===== config.mk =====
export PLATFORM = sky130hd
export DESIGN_NAME = and2_test_ctrl
export DESIGN_NICKNAME = d
export VERILOG_FILES = /design/src/rtl/and2_test_ctrl.sv
export SDC_FILE = /design/constraint.sdc
export NUM_CORES = 1
export LEC_CHECK = 0
export CORE_ASPECT_RATIO = 0.8
export CORE_MARGIN = 5
export CORE_UTILIZATION = 25
export CTS_BUF_LIST = sky130_fd_sc_hd__clkbuf_4
export DETAILED_ROUTE_END_ITERATION = 8
export GPL_ROUTABILITY_DRIVEN = 0
export SYNTH_ARGS = -nofsm -noshare
export SYNTH_HDL_FRONTEND = slang
export SYNTH_SLANG_ARGS = --single-unit
export TNS_END_PERCENT = 1

===== constraint.sdc =====
create_clock -name i_clk -period 4.45 [get_ports i_clk]
set_input_delay 0.89 -clock i_clk [delete_from_list [all_inputs] [get_ports i_clk]]
set_output_delay 0.89 -clock i_clk [all_outputs]
set_load 0.01 [all_outputs]

===== src/rtl/and2_test_ctrl.sv =====
// Board-side controller for the and2 gate: debounced manual drive of the gate
// from S1/S2, plus a hold-both-switches self-test with the verdict on the LEDs.
module and2_test_ctrl #(
  parameter int DEB_CYCLES    = 500_000,
  parameter int HOLD_CYCLES   = 50_000_000,
  parameter int STEP_CYCLES   = 16,
  parameter int RESULT_CYCLES = 100_000_000,
  parameter int BLINK_HALF    = 12_500_000
) (
  input  logic       i_clk,
  input  logic       i_rst,
  input  logic       i_sw_s1,
  input  logic       i_sw_s2,
  output logic       o_gate_a,
  output logic       o_gate_b,
  input  logic       i_gate_y,
  output logic       o_led_done,
  output logic       o_led_ready,
  output logic [1:0] o_dbg_state
);

  localparam int DW = (DEB_CYCLES    > 1) ? $clog2(DEB_CYCLES)    : 1;
  localparam int HW = (HOLD_CYCLES   > 1) ? $clog2(HOLD_CYCLES)   : 1;
  localparam int SW = (STEP_CYCLES   > 1) ? $clog2(STEP_CYCLES)   : 1;
  localparam int RW = (RESULT_CYCLES > 1) ? $clog2(RESULT_CYCLES) : 1;
  localparam int BW = (BLINK_HALF    > 1) ? $clog2(BLINK_HALF)    : 1;

  localparam logic [DW-1:0] DEB_LAST    = DW'(DEB_CYCLES - 1);
  localparam logic [HW-1:0] HOLD_LAST   = HW'(HOLD_CYCLES - 1);
  localparam logic [SW-1:0] STEP_LAST   = SW'(STEP_CYCLES - 1);
  localparam logic [RW-1:0] RESULT_LAST = RW'(RESULT_CYCLES - 1);
  localparam logic [BW-1:0] BLINK_LAST  = BW'(BLINK_HALF - 1);

  typedef enum logic [1:0] {
    ST_MANUAL = 2'd0,
    ST_ARM    = 2'd1,
    ST_TEST   = 2'd2,
    ST_RESULT = 2'd3
  } state_t;

  state_t        state;
  logic [1:0]    sync1, sync2, deb, deb_nxt;
  logic [DW-1:0] deb_cnt [2];
  logic [HW-1:0] hold_cnt;
  logic [SW-1:0] step_cnt;
  logic [RW-1:0] result_cnt;
  logic [BW-1:0] blink_cnt;
  logic [1:0]    idx;
  logic          fail;
  logic          mismatch;

  assign o_dbg_state = state;
  assign mismatch    = (i_gate_y != (idx[1] & idx[0]));

  // Bit 0 is S1, bit 1 is S2. deb_nxt lets the gate outputs flip on the same
  // edge as the debounced value rather than one cycle later.
  always_comb begin
    deb_nxt = deb;
    for (int i = 0; i < 2; i++) begin
      if (sync2[i] != deb[i] && deb_cnt[i] == DEB_LAST) deb_nxt[i] = sync2[i];
    end
  end

  always_ff @(posedge i_clk) begin
    if (i_rst) begin
      sync1 <= '0;
      sync2 <= '0;
      deb   <= '0;
      for (int i = 0; i < 2; i++) deb_cnt[i] <= '0;
    end else begin
      sync1 <= {i_sw_s2, i_sw_s1};
      sync2 <= sync1;
      deb   <= deb_nxt;
      for (int i = 0; i < 2; i++) begin
        if (sync2[i] == deb[i] || deb_cnt[i] == DEB_LAST) deb_cnt[i] <= '0;
        else                                              deb_cnt[i] <= deb_cnt[i] + DW'(1);
      end
    end
  end

  always_ff @(posedge i_clk) begin
    if (i_rst) begin
      state       <= ST_MANUAL;
      hold_cnt    <= '0;
      step_cnt    <= '0;
      result_cnt  <= '0;
      blink_cnt   <= '0;
      idx         <= '0;
      fail        <= 1'b0;
      o_gate_a    <= 1'b0;
      o_gate_b    <= 1'b0;
      o_led_done  <= 1'b0;
      o_led_ready <= 1'b0;
    end else begin
      case (state)
        ST_MANUAL: begin
          o_gate_a    <= deb_nxt[0];
          o_gate_b    <= deb_nxt[1];
          o_led_done  <= i_gate_y;
          o_led_ready <= 1'b0;
          if (&deb) begin
            state    <= ST_ARM;
            hold_cnt <= '0;
          end
        end
        ST_ARM: begin
          o_gate_a    <= deb_nxt[0];
          o_gate_b    <= deb_nxt[1];
          o_led_done  <= i_gate_y;
          o_led_ready <= 1'b0;
          if (!(&deb)) begin
            state    <= ST_MANUAL;
            hold_cnt <= '0;
          end else if (hold_cnt == HOLD_LAST) begin
            state    <= ST_TEST;
            hold_cnt <= '0;
            idx      <= '0;
            step_cnt <= '0;
            fail     <= 1'b0;
            o_gate_a <= 1'b0;
            o_gate_b <= 1'b0;
          end else begin
            hold_cnt <= hold_cnt + HW'(1);
          end
        end
        ST_TEST: begin
          o_led_done  <= i_gate_y;
          o_led_ready <= 1'b0;
          if (step_cnt == STEP_LAST) begin
            step_cnt <= '0;
            fail     <= fail | mismatch;
            if (idx == 2'd3) begin
              state       <= ST_RESULT;
              result_cnt  <= '0;
              blink_cnt   <= '0;
              o_gate_a    <= 1'b0;
              o_gate_b    <= 1'b0;
              o_led_done  <= fail | mismatch;
              o_led_ready <= 1'b1;
            end else begin
              idx                  <= idx + 2'd1;
              {o_gate_a, o_gate_b} <= idx + 2'd1;
            end
          end else begin
            step_cnt <= step_cnt + SW'(1);
          end
        end
        ST_RESULT: begin
          o_gate_a   <= 1'b0;
          o_gate_b   <= 1'b0;
          o_led_done <= fail;
          if (result_cnt != RESULT_LAST) result_cnt <= result_cnt + RW'(1);
          if (fail) begin
            if (blink_cnt == BLINK_LAST) begin
              blink_cnt   <= '0;
              o_led_ready <= ~o_led_ready;
            end else begin
              blink_cnt <= blink_cnt + BW'(1);
            end
          end else begin
            o_led_ready <= 1'b1;
          end
          // Requiring both switches released stops a still-held pair from re-arming.
          if (result_cnt == RESULT_LAST && deb == 2'b00) begin
            state       <= ST_MANUAL;
            result_cnt  <= '0;
            blink_cnt   <= '0;
            o_gate_a    <= deb_nxt[0];
            o_gate_b    <= deb_nxt[1];
            o_led_done  <= i_gate_y;
            o_led_ready <= 1'b0;
          end
        end
        default: state <= ST_MANUAL;
      endcase
    end
  end

endmodule


==> impl_metrics.py <==
metrics = {
    "run_status": {
        "status": "finished, final reports clean",
    },
    "worst_setup_path": {
        "cp.arrival_ns": 2.00,
        "crit_type": "flip-flop to output port",
        "path_max_fanout": 19,
        "max_stage_delay_ns": 0.73,
        "crit_buf_inv": 1,
        "worstPathRequired_ns": 3.56,
        "cp-start-kind": "flip-flop",
        "crit_family": "buffers and inverters",
        "crit_path_end_kind": "output port",
        "crit_chain": "clkdlybuf4s50_1",
        "cp_slowest_cell": "clkdlybuf4s50_1",
        "rrSetupSlack_ns": 1.69,
    },
    "clocking": {
        "cts_tree": "yes",
        "clock_path_buffers": 2,
        "cts_setup_buffers": 0,
        "ctsResizeCount": 0,
        "clk-insertion-delay-late_ns": 0.55,
        "clk_pin_slew_ns": 0.12,
        "clock_sinks": 134,
        "htreeDepth": 4,
        "cts-root-buf": "clkbuf_4",
        "ctsHoldBuffers": 0,
        "cts_buffers": 17,
    },
    "global_route": {
        "grt_antenna_before_repair": 1,
        "grt_pass1_wl_um": 24700,
        "first_global_vias": 5074,
        "grt_util_all_layers": 0.0966,
        "grt_overflow": 0,
        "grt_max_degree": 30,
    },
    "routing": {
        "wl_um": 14100,
        "firstDrtPassIters": 5,
        "drc": 0,
        "routed_via_density": 4.57,
        "drtIter0Drc": 325,
        "drt-wirelength-per-cell_um": 11.9,
        "vias": 5411,
        "ant_nets": 0,
    },
    "synth": {
        "synth_cell_types": 64,
        "ys.flop_type": "dfxtp_1",
        "synth_area_leaders": "dfxtp_1, edfxtp_1, nor2_1",
        "synth.top_cell.area_share": 0.282,
        "synth-edff-count": 38,
        "seq_area_frac_synth": 0.450,
        "synth_area_per_cell_um2": 8.85,
        "async_flop_share": 0,
        "netlist_instances": 770,
        "syn_area_um2": 6810,
        "yosysWarnings": 0,
        "synth_seq_cells": 134,
        "synth_top_area_cell": "dfxtp_1",
    },
    "cells_and_area": {
        "fin_cells": 1184,
        "area_delta_synth_final_pct": 12.8,
        "fill_cells": 2838,
        "drive_gt1_frac": 0.0586,
        "num-nets-final": 818,
    },
    "timing": {
        "max_slew_margin": 0.293,
        "fin_crit_sh": 0.649,
        "timing.hold.ws_ns": 0.450,
        "finalCriticalPeriod_ns": 2.89,
        "slew_viol_final": 0,
        "hold_viol": 0,
        "setup_ws_ns": 1.56,
        "setup_viol": 0,
        "fin_skew_ns": 0.0205,
        "tightest_slew_ns": 1.05,
        "rsz0062_at_grt": "no",
        "fmax_mhz": 346,
        "fin_tns_setup_ns": 0,
    },
    "floorplan": {
        "die_h_um": 158,
        "die_w_um": 195,
        "row_count": 54,
        "coreArea_um2": 27100,
        "pin_count": 11,
        "fp.dieArea_um2": 30700,
        "start_util": 0.251,
    },
    "job": {
        "max_cap_viol_count": 0,
    },
    "placement": {
        "hpwl_um": 9840,
        "place_inst": 1151,
        "pre_cts_slack_ns": 1.66,
        "io_buffers": 10,
    },
    "power": {
        "vdd_drop_max_mv": 0.113,
        "leakage_nw": 2.49,
        "p_per_area_nw_per_um2": 294,
    },
    "worst_hold_path": {
        "min_path_type": "flip-flop to flip-flop",
    },
}
kinds of logic after synthesis:
group | synth area share
muxes | 0.00753
and+or+nand+nor | 0.312
adders and majority gates | 0.0129
xor gates and xnor gates | 0.122
buffers and inverters | 0.0272
DFF | 0.450
other | 0.000550
AOI/OAI and AO/OA | 0.0680
metrics by stage:
stage	total power [mW]	utilization	instance area, um2
floorplan	1.37	-	6950
global placement	1.39	0.272	7370
detailed placement	1.39	0.272	7370
CTS	2.29	0.284	7680
global route	2.36	0.284	7680
finish	2.26	0.284	7680
worst paths after layout:
check,to,startpoint,cells past startpoint
setup / recovery,o_dbg_state[0],o_dbg_state[0],1
setup reg to reg,result_cnt[26],idx[0],7
hold reg to reg,sync2[0],sync1[0],1
hold / removal,sync2[0],sync1[0],1
Yosys cell counts (11+ instances only):
cell	count
dfxtp_1	96
nand4_1	37
and3_1	15
a21oi_1	21
nand3_1	53
edfxtp_1	38
xor2_1	55
nor2_1	138
nor3_1	30
buf_2	13
nand2_1	62
nor4_1	11
clkbuf_1	14
xnor2_1	40
report_power, final:
part / internal [mW] / switching (mW) / total [mW] / leakage [nW]
sequential: 1.27 / 0.0175 / 1.29 / 1.17
clock: 0.456 / 0.438 / 0.894 / 0.170
combinational: 0.0253 / 0.0483 / 0.0736 / 1.16
layout by cell type (no fill, tap or decap), types with 6 or more instances in the layout:
master / n
nor2_1: 138
dfxtp_1: 96
nand2_1: 62
xor2_1: 55
nand3_1: 53
xnor2_1: 40
edfxtp_1: 38
conb_1: 38
nand4_1: 37
nor3_1: 30
a21oi_1: 21
clkbuf_4: 20
and3_1: 15
nor4_1: 10
o21ai_0: 10
and4_1: 9
inv_1: 9
and2_1: 9
clkdlybuf4s50_1: 9
nand2b_1: 8
nor2b_1: 7
ha_1: 7
or3_1: 6
nor4b_1: 6
a31oi_1: 6
sequential cells by signal (all words and copies together), names as in the netlist, 2 cells and up, named ones only:
name / flops
blink_cnt: 24
deb: 2
deb_cnt: 38
hold_cnt: 26
idx: 2
result_cnt: 27
step_cnt: 4
sync1: 2
sync2: 2
area by class of cell:
cell class | instances | area (um2) | share of cell area
multi-input cells | 632 | 3710 | 0.483
flip-flops and latches | 134 | 3060 | 0.399
well taps | 364 | 455 | 0.0593
clock inverters | 12 | 159 | 0.0207
repair buffers | 12 | 110 | 0.0143
diodes | 1 | 2.50 | 0.000326
clock buffers | 20 | 150 | 0.0195
inverters | 9 | 33.8 | 0.00440
layer usage:
layer	GRT usage	part of all wire
met1	0.138	0.53
met2	0.144	0.41
met3	0.0230	0.041
met4	0.0328	0.014
met5	0	0
Power figures use the tool's default switching activity.
